--- config.mk ---
export PLATFORM = sky130hd
export DESIGN_NAME = iob_regfile_mp
export DESIGN_NICKNAME = d
export VERILOG_FILES = /design/src/rtl/iob_regfile_mp.sv
export SDC_FILE = /design/constraint.sdc
export NUM_CORES = 1
export LEC_CHECK = 0
export CORE_ASPECT_RATIO = 0.75
export CORE_UTILIZATION = 60
export DETAILED_ROUTE_END_ITERATION = 16
export HOLD_SLACK_MARGIN = 0.06
export PLACE_DENSITY_LB_ADDON = 0.1
export SETUP_SLACK_MARGIN = 0.1
export SLEW_MARGIN = 20
export SYNTH_ARGS = -nofsm -noshare
export SYNTH_HDL_FRONTEND = slang
export SYNTH_SLANG_ARGS = --single-unit
--- constraint.sdc ---
create_clock -name ap_clk -period 18.8 [get_ports ap_clk]
set_clock_uncertainty 0.05 [all_clocks]
set_input_delay 2.82 -clock ap_clk [delete_from_list [all_inputs] [get_ports ap_clk]]
set_output_delay 2.82 -clock ap_clk [all_outputs]
set_load 0.01 [all_outputs]
--- src/rtl/iob_regfile_mp.sv ---
// Multi-read-port register file with byte-strobed writes, selectable read latency,
// optional write-to-read forwarding and a sequential clear engine.
module iob_regfile_mp #(
   parameter int ADDR_W = 2,
   parameter int DATA_W = 32,
   parameter int N_RD   = 2,
   parameter int RD_LAT = 1,
   parameter int BYPASS = 1
) (
   input  logic                     ap_clk,
   input  logic                     rst,
   input  logic                     clr,
   output logic                     busy,
   input  logic                     we,
   input  logic [ADDR_W-1:0]        w_addr,
   input  logic [DATA_W-1:0]        w_data,
   input  logic [DATA_W/8-1:0]      w_strb,
   input  logic [N_RD-1:0]          rd_en,
   input  logic [N_RD*ADDR_W-1:0]   rd_addr,
   output logic [N_RD*DATA_W-1:0]   rd_data,
   output logic [N_RD-1:0]          rd_valid
);

   localparam int DEPTH = 2**ADDR_W;
   localparam int NB    = DATA_W/8;

   localparam logic [0:0] ST_IDLE  = 1'b0;
   localparam logic [0:0] ST_CLEAR = 1'b1;

   logic [0:0]        state;
   logic [ADDR_W-1:0] cnt;
   logic [DATA_W-1:0] mem [DEPTH];
   logic              wr_ok;
   logic [DATA_W-1:0] wr_merged;

   assign busy  = (state == ST_CLEAR);
   // clr takes priority over a write issued in the same idle cycle
   assign wr_ok = we & ~busy & ~clr;

   always_comb begin
      wr_merged = mem[w_addr];
      for (int unsigned b = 0; b < NB; b++) begin
         if (w_strb[b]) wr_merged[8*b +: 8] = w_data[8*b +: 8];
      end
   end

   always_ff @(posedge ap_clk or posedge rst) begin
      if (rst) begin
         state <= ST_IDLE;
         cnt   <= '0;
      end else begin
         case (state)
            ST_IDLE: begin
               cnt <= '0;
               if (clr) state <= ST_CLEAR;
            end
            ST_CLEAR: begin
               if (cnt == '1) begin
                  state <= ST_IDLE;
                  cnt   <= '0;
               end else begin
                  cnt <= cnt + 1'b1;
               end
            end
            default: begin
               state <= ST_IDLE;
               cnt   <= '0;
            end
         endcase
      end
   end

   always_ff @(posedge ap_clk or posedge rst) begin
      if (rst) begin
         for (int unsigned i = 0; i < DEPTH; i++) mem[i] <= '0;
      end else if (busy) begin
         mem[cnt] <= '0;
      end else if (wr_ok) begin
         mem[w_addr] <= wr_merged;
      end
   end

   for (genvar p = 0; p < N_RD; p++) begin : g_rd
      logic [ADDR_W-1:0] a;
      assign a = rd_addr[p*ADDR_W +: ADDR_W];

      if (RD_LAT == 0) begin : g_comb
         assign rd_data[p*DATA_W +: DATA_W] = mem[a];
         assign rd_valid[p]                 = rd_en[p] & ~busy;
      end else begin : g_reg
         logic [DATA_W-1:0] fwd;
         logic [DATA_W-1:0] q;
         logic              v;

         // Forwarding returns the post-write entry: strobed bytes new, the rest old
         always_comb begin
            fwd = mem[a];
            if (BYPASS != 0 && wr_ok && w_addr == a) fwd = wr_merged;
         end

         always_ff @(posedge ap_clk or posedge rst) begin
            if (rst) begin
               q <= '0;
               v <= 1'b0;
            end else begin
               v <= rd_en[p] & ~busy;
               if (rd_en[p] & ~busy) q <= fwd;
            end
         end

         assign rd_data[p*DATA_W +: DATA_W] = q;
         assign rd_valid[p]                 = v;
      end
   end

endmodule

---- Yosys cells after proc, flatten, opt, wreduce, memory -nomap -nowiden ----
Cells that the tools add are included.
storage, ports and cells
  bits in registers ....................... 197
  output and inout bits ................... 67
  logic and storage cells ................. 64
cells by class
  $add $sub $neg .......................... 1
  $lt $le $gt $ge ......................... 6
  equal/unequal tests ..................... 3
  mux-type cells .......................... 27
  bitwise logic cells ..................... 12
  reductions and logical operators ........ 5
operators with widths
  operator               number
  $mux W32               10
  $mux W128              2
  $bmux W32 S2           3
  $and A128 B128 Y128    1
  $bwmux W128            1
  $demux W32 S2          2
  $not A128 Y128         1
  $mux W8                4
  $ge A3 B3 Y1 const B   4
  $not A2 Y3             4
  $lt A3 B1 Y1 const B   2
  $and A1 B1 Y1          4
  $eq A2 B2 Y1           2
  $logic_and A1 B1 Y1    4
  $pmux W2 S2            1
  $add A2 B1 Y2 const B  1
  $eq A2 B2 Y1 const B   1
  $mux W1                2
  $mux W2                1
  $not A1 Y1             2
  $pmux W1 S2            1
  $reduce_bool A2 Y1     1

---- Logic depth before layout (Yosys ltp) ----
Gate-level depths: netlist (run 1).
  word-level depth ........................ 8
  gate-level depth with buffers ........... 7
  depth with buffers taken out ............ 4

---- Worst setup path before layout (run 1) ----
Ideal clock, no wire load.
  path type ............................... input -> register
  from .................................... input clr
  to ...................................... register g_rd[1].g_reg.q[10]
  library setup time ...................... 0.121 ns
  arrival time ............................ 4.150 ns
  required time ........................... 18.629 ns
  slack ................................... 14.479 ns
  stages on the path ...................... 6
  path buffers ............................ 2
  cells stage by stage .................... or3b_4 -> or3_1 -> buf_2 -> buf_6 -> a21o_1 -> o22a_1
on the way
  longest elaborated chain between the ends .. 4
ends and longest elaborated chain
  element               RTL line  text
  start, declared       12        input logic clr,
  $not A1 Y1            38        assign wr_ok = we & ~busy & ~clr;
  $and A1 B1 Y1         38
  $logic_and A1 B1 Y1   98        if (BYPASS != 0 && wr_ok && w_addr == a) fwd = wr_merged;
  $mux W32              98
  end signal, assigned  107       if (rd_en[p] & ~busy) q <= fwd;
  end, declared         92        logic [DATA_W-1:0] q;
No other way between the ends.
A chain may end at the register's enable or synchronous reset.

---- Worst setup path after layout (run 1) ----
  from .................................... input w_addr[0]
  to ...................................... register mem[1] (netlist bit)
on the way
  longest elaborated chain between the ends .. 8
ends and longest elaborated chain
  element                                                                       RTL line  text
  start, declared                                                               15        input logic [ADDR_W-1:0] w_addr,
  $not A2 Y3 (implied by the code) (*)                                          41, 79
  $ge A3 B3 Y1 (implied by the code) (tied with other cells)                    79        mem[w_addr] <= wr_merged;
  $logic_and A1 B1 Y1 (implied by the code) / $mux W32 (equally long branches)  79, 41
  $mux W32, on equally long branches                                            79, 41
  $demux W32 S2 / $mux W8 (equally long branches)                               79, 43
  $bwmux W128 (*)                                                               79
  $mux W128 (*)                                                                 78        end else if (wr_ok) begin
  $mux W128 (*)                                                                 76        end else if (busy) begin
  end signal, assigned by index                                                 79
  end, declared                                                                 32        logic [DATA_W-1:0] mem [DEPTH];
Mark *: on every way between the ends. The rest lies on a longest branch, timed or not. The select of a mux whose other input is x is not followed.

==> results of run 1 <==
[worst min path at each step]
stage	endpoint	slack (ps)
CTS	g_rd[1].g_reg.q[18]$_DFFE_PP0P_	440
detailed placement	g_rd[1].g_reg.q[18]$_DFFE_PP0P_	420
global placement	g_rd[1].g_reg.q[11]$_DFFE_PP0P_	410
global route	g_rd[1].g_reg.q[18]$_DFFE_PP0P_	460
finish	g_rd[1].g_reg.q[18]$_DFFE_PP0P_	440
floorplan	cnt[0]$_DFF_PP0_	410
[layout make-up]
type / count / area [um2] / area share
Clock buffer: 22 / 474.2 / 0.03682
Clock inverter: 10 / 191.4 / 0.01486
Inverter: 5 / 26.28 / 0.002040
Multi-Input combinational cell: 621 / 5562 / 0.4318
Sequential cell: 197 / 4930 / 0.3828
Tap cell: 242 / 302.8 / 0.02351
Timing Repair Buffer: 137 / 1393 / 0.1081
[where the power goes]
part	internal, uW	switching (uW)	leakage [uW]	total (uW)
Sequential	534	96.2	0.00261	631
Clock	248	167	0.000318	415
Combinational	318	305	0.00281	622
[registers in the layout, summed over array words and instances (netlist names)]
| name | flops |
|---|---|
| busy | 1 |
| mem | 128 |
| g_rd.g_reg.v | 2 |
| g_rd.g_reg.q | 64 |
| cnt | 2 |
[per-layer routing]
metal	GRT usage	part of all wire	wire (um)
met1	0.5301	0.39	13170
met2	0.5730	0.47	15710
met3	0.08654	0.11	3730
met4	0.1499	0.029	980
met5	0	0	0
[cell usage after synthesis (5+ instances only)]
cell type    n
o22a_1      41
o31a_1       7
a21oi_1     56
and2_1      27
a31oi_1      7
and3_1      41
a21o_1      41
nor2b_1     28
a22o_1     124
nand2b_1     7
inv_1        5
clkbuf_1    37
nor2_1      17
nand2_1     49
buf_4        6
mux4_2      64
dfrtp_1    197
mux2i_1     64
buf_2       38
o21ai_0     11
o221ai_1     5
[through the flow]
step	power, uW	util	instance area, um2
finish	1668	0.7294	12880
global route	1731	0.7294	12880
CTS	1660	0.7292	12870
detailed placement	1244	0.6915	12210
global placement	1190	0.6844	12080
floorplan	937.3	-	10860
[kinds of logic after synthesis]
family | count (synthesis) | share of synthesized area
AOI/OAI and AO/OA | 304 | 0.2144
xor gates and xnor gates | 4 | 0.003227
adders and majority gates | 4 | 0.004610
buffers and inverters | 90 | 0.03895
DFF | 197 | 0.4541
muxes | 128 | 0.1918
and+or+nand+nor | 181 | 0.09301
[tightest hold or removal path, delay by kind of cell, from the launching register on]
kind | cells | cell delay [ps]
AO/OA/AOI/OAI | 1 | 60
AND/OR/NAND/NOR | 1 | 50
flip-flops | 1 | 350
==> flow_summary.json, run 1 <==
{
  "synth_edf_count": 0,
  "cts.root.buffer_cell": "clkbuf_16",
  "drv_cap": 0,
  "netlist_instances": 908,
  "numCtsBuffers": 17,
  "setup_violations": 0,
  "grt_usage": 0.3776,
  "fin_crit_ps": 5634,
  "slew-limit-headroom": 0.3006,
  "nFillCells": 1196,
  "synth_area_leader_cell": "dfrtp_1",
  "max_stage_delay_ps": 1120,
  "finalNonFillerCells": 1234,
  "crit_end": "mem[1]$_DFFE_PP0P_",
  "ctsResizeCount": 0,
  "syn-num-nets": 960,
  "synth_top_cells_by_area": "dfrtp_1 (45%), mux4_2 (13%), a22o_1 (10%)",
  "syn_to_final_growth_pct": 18.62,
  "grt_max_degree": 117,
  "ys_ff_latch": 197,
  "num_antenna_cells": 0,
  "ys_seq_area_frac": 0.4541,
  "fp.dieH_um": 118.5,
  "period_share": 0.2997,
  "viasPerCell": 7.196,
  "core_area_um2": 17660,
  "clk_latency_ps": 440,
  "grt_pass1_vias": 9194,
  "regToRegSetupSlack_ps": 15960,
  "hpwlAfterDp_um": 19430,
  "cts.sinks": 197,
  "crit_required_ps": 19070,
  "status": "completed",
  "whs_ps": 438.9,
  "hold_path_class": "reg2reg",
  "cpLargestDelayFamily": "buffers and inverters",
  "maxSlewViolCount": 0,
  "avgRoutedWirePerCell_um": 27.22,
  "place_inst": 1202,
  "routed_wl_um": 33590,
  "worstPathCellList": "clkdlybuf4s50_1, and4_2, a21oi_4, buf_16, a22o_1",
  "grt_first_pass_wirelength_um": 51990,
  "drt_iter0_drc": 1062,
  "place_ws_ps": 12850,
  "yosys_warnings": 0,
  "die_area_um2": 18640,
  "path_depth": 5,
  "cp-startpoint": "w_addr[0]",
  "htree_levels": 4,
  "final_common_cell": "dfrtp_1",
  "end_kind": "flip-flop",
  "grt_setup_unrepaired": "no",
  "buffer_ports.inserted": 114,
  "final_nets": 1031,
  "crit_slowest_cell": "and4_2",
  "drc": 0,
  "fin_setup_tns_ps": 0,
  "drt-pass1-iter-count": 5,
  "antenna_left": 0,
  "drive_gt1_frac": 0.1341,
  "netlist_area_um2": 10860,
  "setup_slack_ps": 13170,
  "whs_path_depth": 2,
  "io_pins": 115,
  "reg2reg_depth": 5,
  "start_util": 0.6149,
  "grt-ovfl-total": 0,
  "vdd_drop_max_v": 0.0001099,
  "rows": 42,
  "fmax_ghz": 0.1775,
  "die_x_um": 157.3,
  "synth_flop_cell": "dfrtp_1",
  "num_vias": 8880,
  "avgSynthCellArea_um2": 11.96,
  "p_per_area_nw_per_um2": 129.5,
  "critPathLaunchType": "input pin",
  "path_buf_inv": 2,
  "final_cell_mix": "dfrtp_1 (197), a22o_1 (124), clkdlybuf4s50_1 (111), mux2i_1 (64), mux4_2 (64)",
  "regToRegEndpoint": "g_rd[1].g_reg.q[0]$_DFFE_PP0P_",
  "antenna_found_initial": 0,
  "reg2reg_from": "busy$_DFF_PP0_",
  "routabilityCongestion": 0.8486,
  "path_class": "in2reg",
  "cp.arrival_ps": 5900,
  "tightest_slew_ps": 1049,
  "synth-async-reset-ratio": 1.000,
  "post-synth-top-area-fraction": 0.4541,
  "clock_path_buffers": 2,
  "holdBufCountCts": 0,
  "p_leak_uw": 0.005742,
  "cts_tree": "done",
  "crit_path_max_fanout": 33,
  "clkTransAtPathRegs_ps": 70,
  "min_from": "g_rd[1].g_reg.q[18]$_DFFE_PP0P_",
  "final_hold_viol_count": 0,
  "postCtsSetupBuffers": 0,
  "synth.distinct_cells": 37
}
Note: power is estimated with default switching activity, not from simulation.
==> run 2: changes to the inputs <==
CORE_UTILIZATION = 52   (was 60)
clock period = 4.88 ns   (was 18.8 ns; I/O delays follow)
==> run 2 against run 1 <==
Clock power rose to 3.3 times the previous value. Design area fell by 1.2%. Critical path depth did not move. Power rose to 3.6 times the previous value. Hold slack got worse by 5.2 ps. Sequential cell count did not move. Routed wire length fell by 0.91%. Non-clock buffer count rose by 3. Critical endpoint is now g_rd[1].g_reg.q[29]$_DFFE_PP0P_. Largest cell class unchanged.
==> flow_summary.json, run 2 (same netlist as run 1, synthesis figures left out) <==
{
  "grt_usage": 0.3214,
  "use_met1": 0.4746,
  "cp-startpoint": "w_addr[0]",
  "fin_setup_tns_ps": 0,
  "viasPerCell": 6.723,
  "regToRegSetupSlack_ps": 2140,
  "whs_path_depth": 2,
  "setup_slack_ps": 1612,
  "fmax_ghz": 0.3060,
  "end_kind": "flip-flop",
  "grt_first_pass_wirelength_um": 51360,
  "grt_setup_unrepaired": "no",
  "core_area_um2": 20330,
  "start_util": 0.5341,
  "num_antenna_cells": 0,
  "min_from": "g_rd[1].g_reg.q[11]$_DFFE_PP0P_",
  "htree_levels": 4,
  "largest_reg_flops": 128,
  "die_x_um": 168.8,
  "drt_iter0_drc": 896,
  "antenna_found_initial": 0,
  "largest_register": "mem",
  "critPathLaunchType": "input pin",
  "crit_required_ps": 5150,
  "period_share": 0.6697,
  "cts.sinks": 197,
  "p_int_uw": 3921,
  "numCtsBuffers": 17,
  "p_comb_frac": 0.372,
  "vdd_drop_max_v": 0.0003565,
  "path_class": "in2reg",
  "regToRegEndpoint": "g_rd[0].g_reg.q[10]$_DFFE_PP0P_",
  "antenna_left": 0,
  "hold_path_class": "reg2reg",
  "final_hold_viol_count": 0,
  "buffer_ports.inserted": 114,
  "drv_cap": 0,
  "status": "completed",
  "maxSlewViolCount": 0,
  "final_common_cell": "dfrtp_1",
  "cts.root.buffer_cell": "clkbuf_16",
  "crit_path_max_fanout": 28,
  "min_to": "g_rd[1].g_reg.q[11]$_DFFE_PP0P_",
  "p_leak_uw": 0.005661,
  "clock_path_buffers": 2,
  "largestRegisters": "mem: 128 flops, g_rd.g_reg.q: 64 flops",
  "avgRoutedWirePerCell_um": 26.11,
  "p_switching_uw": 2094,
  "p_sw_frac": 0.3481,
  "reg2reg_from": "busy$_DFF_PP0_",
  "cp.arrival_ps": 3540,
  "fin_crit_ps": 3268,
  "clkTransAtPathRegs_ps": 70,
  "postCtsSetupBuffers": 0,
  "io_pins": 115,
  "tightest_slew_ps": 1133,
  "grt_util_met2": 0.4796,
  "hpwlAfterDp_um": 19190,
  "final_cell_mix": "dfrtp_1 (197), a22o_1 (124), clkdlybuf4s50_1 (111), mux2i_1 (64), mux4_2 (64)",
  "grt_most_used_layer": "met2",
  "routed_wl_um": 33290,
  "grt_util_met3": 0.06722,
  "cts_tree": "done",
  "final_nets": 1034,
  "die_area_um2": 21470,
  "routabilityCongestion": 0.8154,
  "power.share.clock": 0.226,
  "rows": 45,
  "fp.dieH_um": 127.1,
  "clk_latency_ps": 430,
  "grt_pass1_vias": 8388,
  "drt-pass1-iter-count": 5,
  "grt-ovfl-total": 0,
  "slew-limit-headroom": 0.2447,
  "syn_to_final_growth_pct": 17.24,
  "setup_violations": 0,
  "place_ws_ps": 1236,
  "reg2reg_depth": 4,
  "drive_gt1_frac": 0.1349,
  "holdBufCountCts": 0,
  "ctsResizeCount": 0,
  "grt_max_degree": 84,
  "num_vias": 8572,
  "pwr-share-seq": 0.402,
  "finalCoreUtilization": 0.6262,
  "p_per_area_nw_per_um2": 472.5,
  "nFillCells": 1621,
  "drc": 0
}
==> run 2: cell types whose count changed in the layout (fill, tap and decap cells not counted), moves of 3 or more <==
cell	previous run	this run
clkinv_2	0	3
buf_4	18	25
a21oi_2	0	4
buf_16	4	0
a21oi_4	4	0
bufinv_16	5	1
==> run 2: layout make-up <==
cell class                 instances  area, um2  share of cell area
clock buffer                      22      464.2             0.03647
sequential                       197       4930              0.3873
multi-input combinational        621       5533              0.4347
timing repair buffer             140       1349              0.1060
clock inverter                     8      77.57            0.006095
inverter                           5      22.52            0.001769
tap                              282      352.8             0.02772
==> run 2: worst max path at each step <==
stage / endpoint / slack [ps] / depth (start not counted)
after global placement: g_rd[1].g_reg.q[16]$_DFFE_PP0P_ / 1390 / 5
after floorplan: busy$_DFF_PP0_ / 1550 / 1
after global routing: g_rd[1].g_reg.q[29]$_DFFE_PP0P_ / 1590 / 5
final: g_rd[1].g_reg.q[29]$_DFFE_PP0P_ / 1610 / 5
after CTS: g_rd[1].g_reg.q[29]$_DFFE_PP0P_ / 1690 / 5
after detailed placement: g_rd[1].g_reg.q[13]$_DFFE_PP0P_ / 1240 / 5
==> run 2: metrics by stage <==
| stage | std cells | power (uW) | hold WS, ps | area, um2 |
|---|---|---|---|---|
| final | 1275 | 6015 | 433.8 | 12730 |
| after global routing | 1275 | 6279 | 457.6 | 12730 |
| after detailed placement | 1245 | 4649 | 420.1 | 12190 |
| after floorplan | 908 | 3611 | 406.5 | 10860 |
| after CTS | 1275 | 6009 | 435.4 | 12730 |
| after global placement | 1245 | 4618 | 416.4 | 12190 |
==> run 2: worst max-delay path: stages <==
cell and delay (ps):
clkdlybuf4s50_1 1060, xor2_1 320, or3_2 950, a21o_1 300, o22a_1 160
==> run 2: power by group through the flow <==
stage / sequential [uW] / combinational [uW] / clock (uW)
floorplan: 2450 / 1160 / 0
global placement: 2430 / 2190 / 0
detailed placement: 2430 / 2220 / 0
CTS: 2410 / 2230 / 1370
global route: 2470 / 2380 / 1430
finish: 2420 / 2240 / 1360
==> run 2: layer usage <==
| layer | vias to the layer above | routed length, um |
|---|---|---|
| li1 | 3656 | - |
| met1 | 4391 | 14490 |
| met2 | 471 | 14880 |
| met3 | 54 | 3278 |
| met4 | 0 | 646 |
| met5 | - | 0 |
==> run 3: changes to the inputs <==
CORE_UTILIZATION = 57   (was 52)
clock period = 3.45 ns   (was 4.88 ns; I/O delays follow)
==> run 3 against run 2 <==
First-iteration DRC count grew 3.9%. Clock-buffer cell count shrank 4. Sequential share of layout area shrank 0.54 points. Highest routed layer unchanged.
==> flow_summary.json, run 3 (same netlist as run 1, synthesis figures left out) <==
{
  "pwr-share-seq": 0.399,
  "start_util": 0.5849,
  "clock_path_buffers": 2,
  "drt_iter0_drc": 931,
  "routabilityCongestion": 0.8624,
  "p_switching_uw": 3051,
  "io_pins": 115,
  "num_vias": 8965,
  "grt_setup_unrepaired": "no",
  "period_share": 0.7400,
  "p_leak_uw": 0.005794,
  "viasPerCell": 7.076,
  "p_per_area_nw_per_um2": 663.3,
  "vdd_drop_max_v": 0.0005628,
  "rows": 43,
  "fp.dieH_um": 121.5,
  "buffer_ports.inserted": 114,
  "power.share.clock": 0.224,
  "max_stage_delay_ps": 730,
  "seqCellArea_um2": 4930,
  "worstPathCellList": "clkdlybuf4s50_1, buf_4, nor2_1, a22oi_1, and2_1, a22o_1",
  "status": "completed",
  "path_buf_inv": 2,
  "largest_register": "mem",
  "holdBufCountCts": 0,
  "final_cell_mix": "dfrtp_1 (197), a22o_1 (124), clkdlybuf4s50_1 (111), mux2i_1 (64), mux4_2 (64)",
  "postCtsSetupBuffers": 0,
  "fin_setup_tns_ps": 0,
  "largestRegisters": "mem: 128 flops, g_rd.g_reg.q: 64 flops",
  "crit_slowest_cell": "nor2_1",
  "maxSlewViolCount": 0,
  "cts.root.buffer_cell": "clkbuf_16",
  "routed_wl_um": 33480,
  "setup_slack_ps": 896.9,
  "fmax_ghz": 0.3917,
  "end_kind": "flip-flop",
  "setup_violations": 0,
  "drc": 0,
  "grt_usage": 0.3597,
  "drive_gt1_frac": 0.1580,
  "final_hold_viol_count": 0,
  "final_nets": 1058,
  "cts.sinks": 197,
  "p_int_uw": 5513,
  "path_class": "in2reg",
  "cp.arrival_ps": 2820,
  "crit_required_ps": 3720,
  "tightest_slew_ps": 1111,
  "grt_pass1_vias": 9091,
  "drv_cap": 0,
  "clk_latency_ps": 440,
  "p_sw_frac": 0.3563,
  "syn_to_final_growth_pct": 18.91,
  "antenna_found_initial": 0,
  "p_comb_frac": 0.377,
  "place_ws_ps": 562.9,
  "die_x_um": 161.4,
  "drt-pass1-iter-count": 6,
  "grt_max_degree": 42,
  "hpwlAfterDp_um": 20670,
  "cpLargestDelayFamily": "simple AND/OR/NAND/NOR gates",
  "numCtsBuffers": 17,
  "largest_reg_flops": 128,
  "cts_tree": "done",
  "crit_path_max_fanout": 15,
  "ctsResizeCount": 0,
  "grt-ovfl-total": 0,
  "hold_path_class": "reg2reg",
  "avgRoutedWirePerCell_um": 26.42,
  "fin_crit_ps": 2553,
  "multi_input_area_um2": 5530,
  "antenna_left": 0,
  "die_area_um2": 19610,
  "clkTransAtPathRegs_ps": 70,
  "htree_levels": 4,
  "core_area_um2": 18560,
  "final_common_cell": "dfrtp_1",
  "slew-limit-headroom": 0.2590,
  "critPathLaunchType": "input pin",
  "nFillCells": 1344,
  "grt_first_pass_wirelength_um": 52670
}
run 3: changes by cell type in the layout (fill, tap and decap cells not counted), moves of 2 or more:
cell      previous run  this run
inv_6                1         4
buf_12               2         4
or3_1                0         2
buf_4               25        47
or3_2                2         0
clkinv_4             1         4
clkbuf_1             3         0
run 3: layout make-up:
cell class	count	area share
tap	247	0.02394
timing repair buffer	164	0.1204
clock inverter	14	0.009498
clock buffer	18	0.03402
antenna	1	0.0001938
inverter	5	0.001745
multi-input combinational	621	0.4284
sequential	197	0.3819
run 3: power by group through the flow:
stage | clock [uW] | sequential [uW] | combinational [uW]
3_5_place_dp | 0 | 3430 | 3180
4_1_cts | 1930 | 3400 | 3200
2_1_floorplan | 0 | 3470 | 1640
6_report | 1920 | 3410 | 3230
5_1_grt | 2020 | 3490 | 3430
3_3_place_gp | 0 | 3380 | 3130
run 3: worst min-delay path, delay by kind of cell (launching register included):
family	cells	cell delay [ps]
flip-flops	1	350
AO/OA/AOI/OAI	1	60
AND/OR/NAND/NOR	1	40
run 3: metrics by stage:
stage	hold WS [ps]	total power (uW)	std cells	utilization	cell area, um2
floorplan	406.5	5108	908	-	10860
global placement	415.4	6514	1234	0.6651	12350
detailed placement	420.3	6619	1234	0.6651	12350
CTS	436.1	8536	1266	0.6954	12910
global route	458.4	8937	1266	0.6954	12910
finish	432.3	8564	1267	0.6955	12910
run 3: routing by layer:
metal,share of wire,vias to the layer above,global-route usage
met1,0.40,4515,0.5062
met2,0.45,653,0.5299
met5,0,-,0
li1,-,3703,-
met3,0.12,94,0.1073
met4,0.028,0,0.1362
run 3: final timing paths:
path / startpoint / endpoint / slack, ps / cells after the start
max: w_addr[0] / mem[18]$_DFFE_PP0P_ / 900 / 6
min: g_rd[0].g_reg.q[8]$_DFFE_PP0P_ / g_rd[0].g_reg.q[8]$_DFFE_PP0P_ / 430 / 2
max reg2reg: busy$_DFF_PP0_ / mem[1]$_DFFE_PP0P_ / 910 / 5
min reg2reg: g_rd[0].g_reg.q[8]$_DFFE_PP0P_ / g_rd[0].g_reg.q[8]$_DFFE_PP0P_ / 430 / 2
max in group asynchronous: rst / mem[13]$_DFFE_PP0P_ / 1980 / 3
min in group asynchronous: rst / mem[81]$_DFFE_PP0P_ / 590 / 2
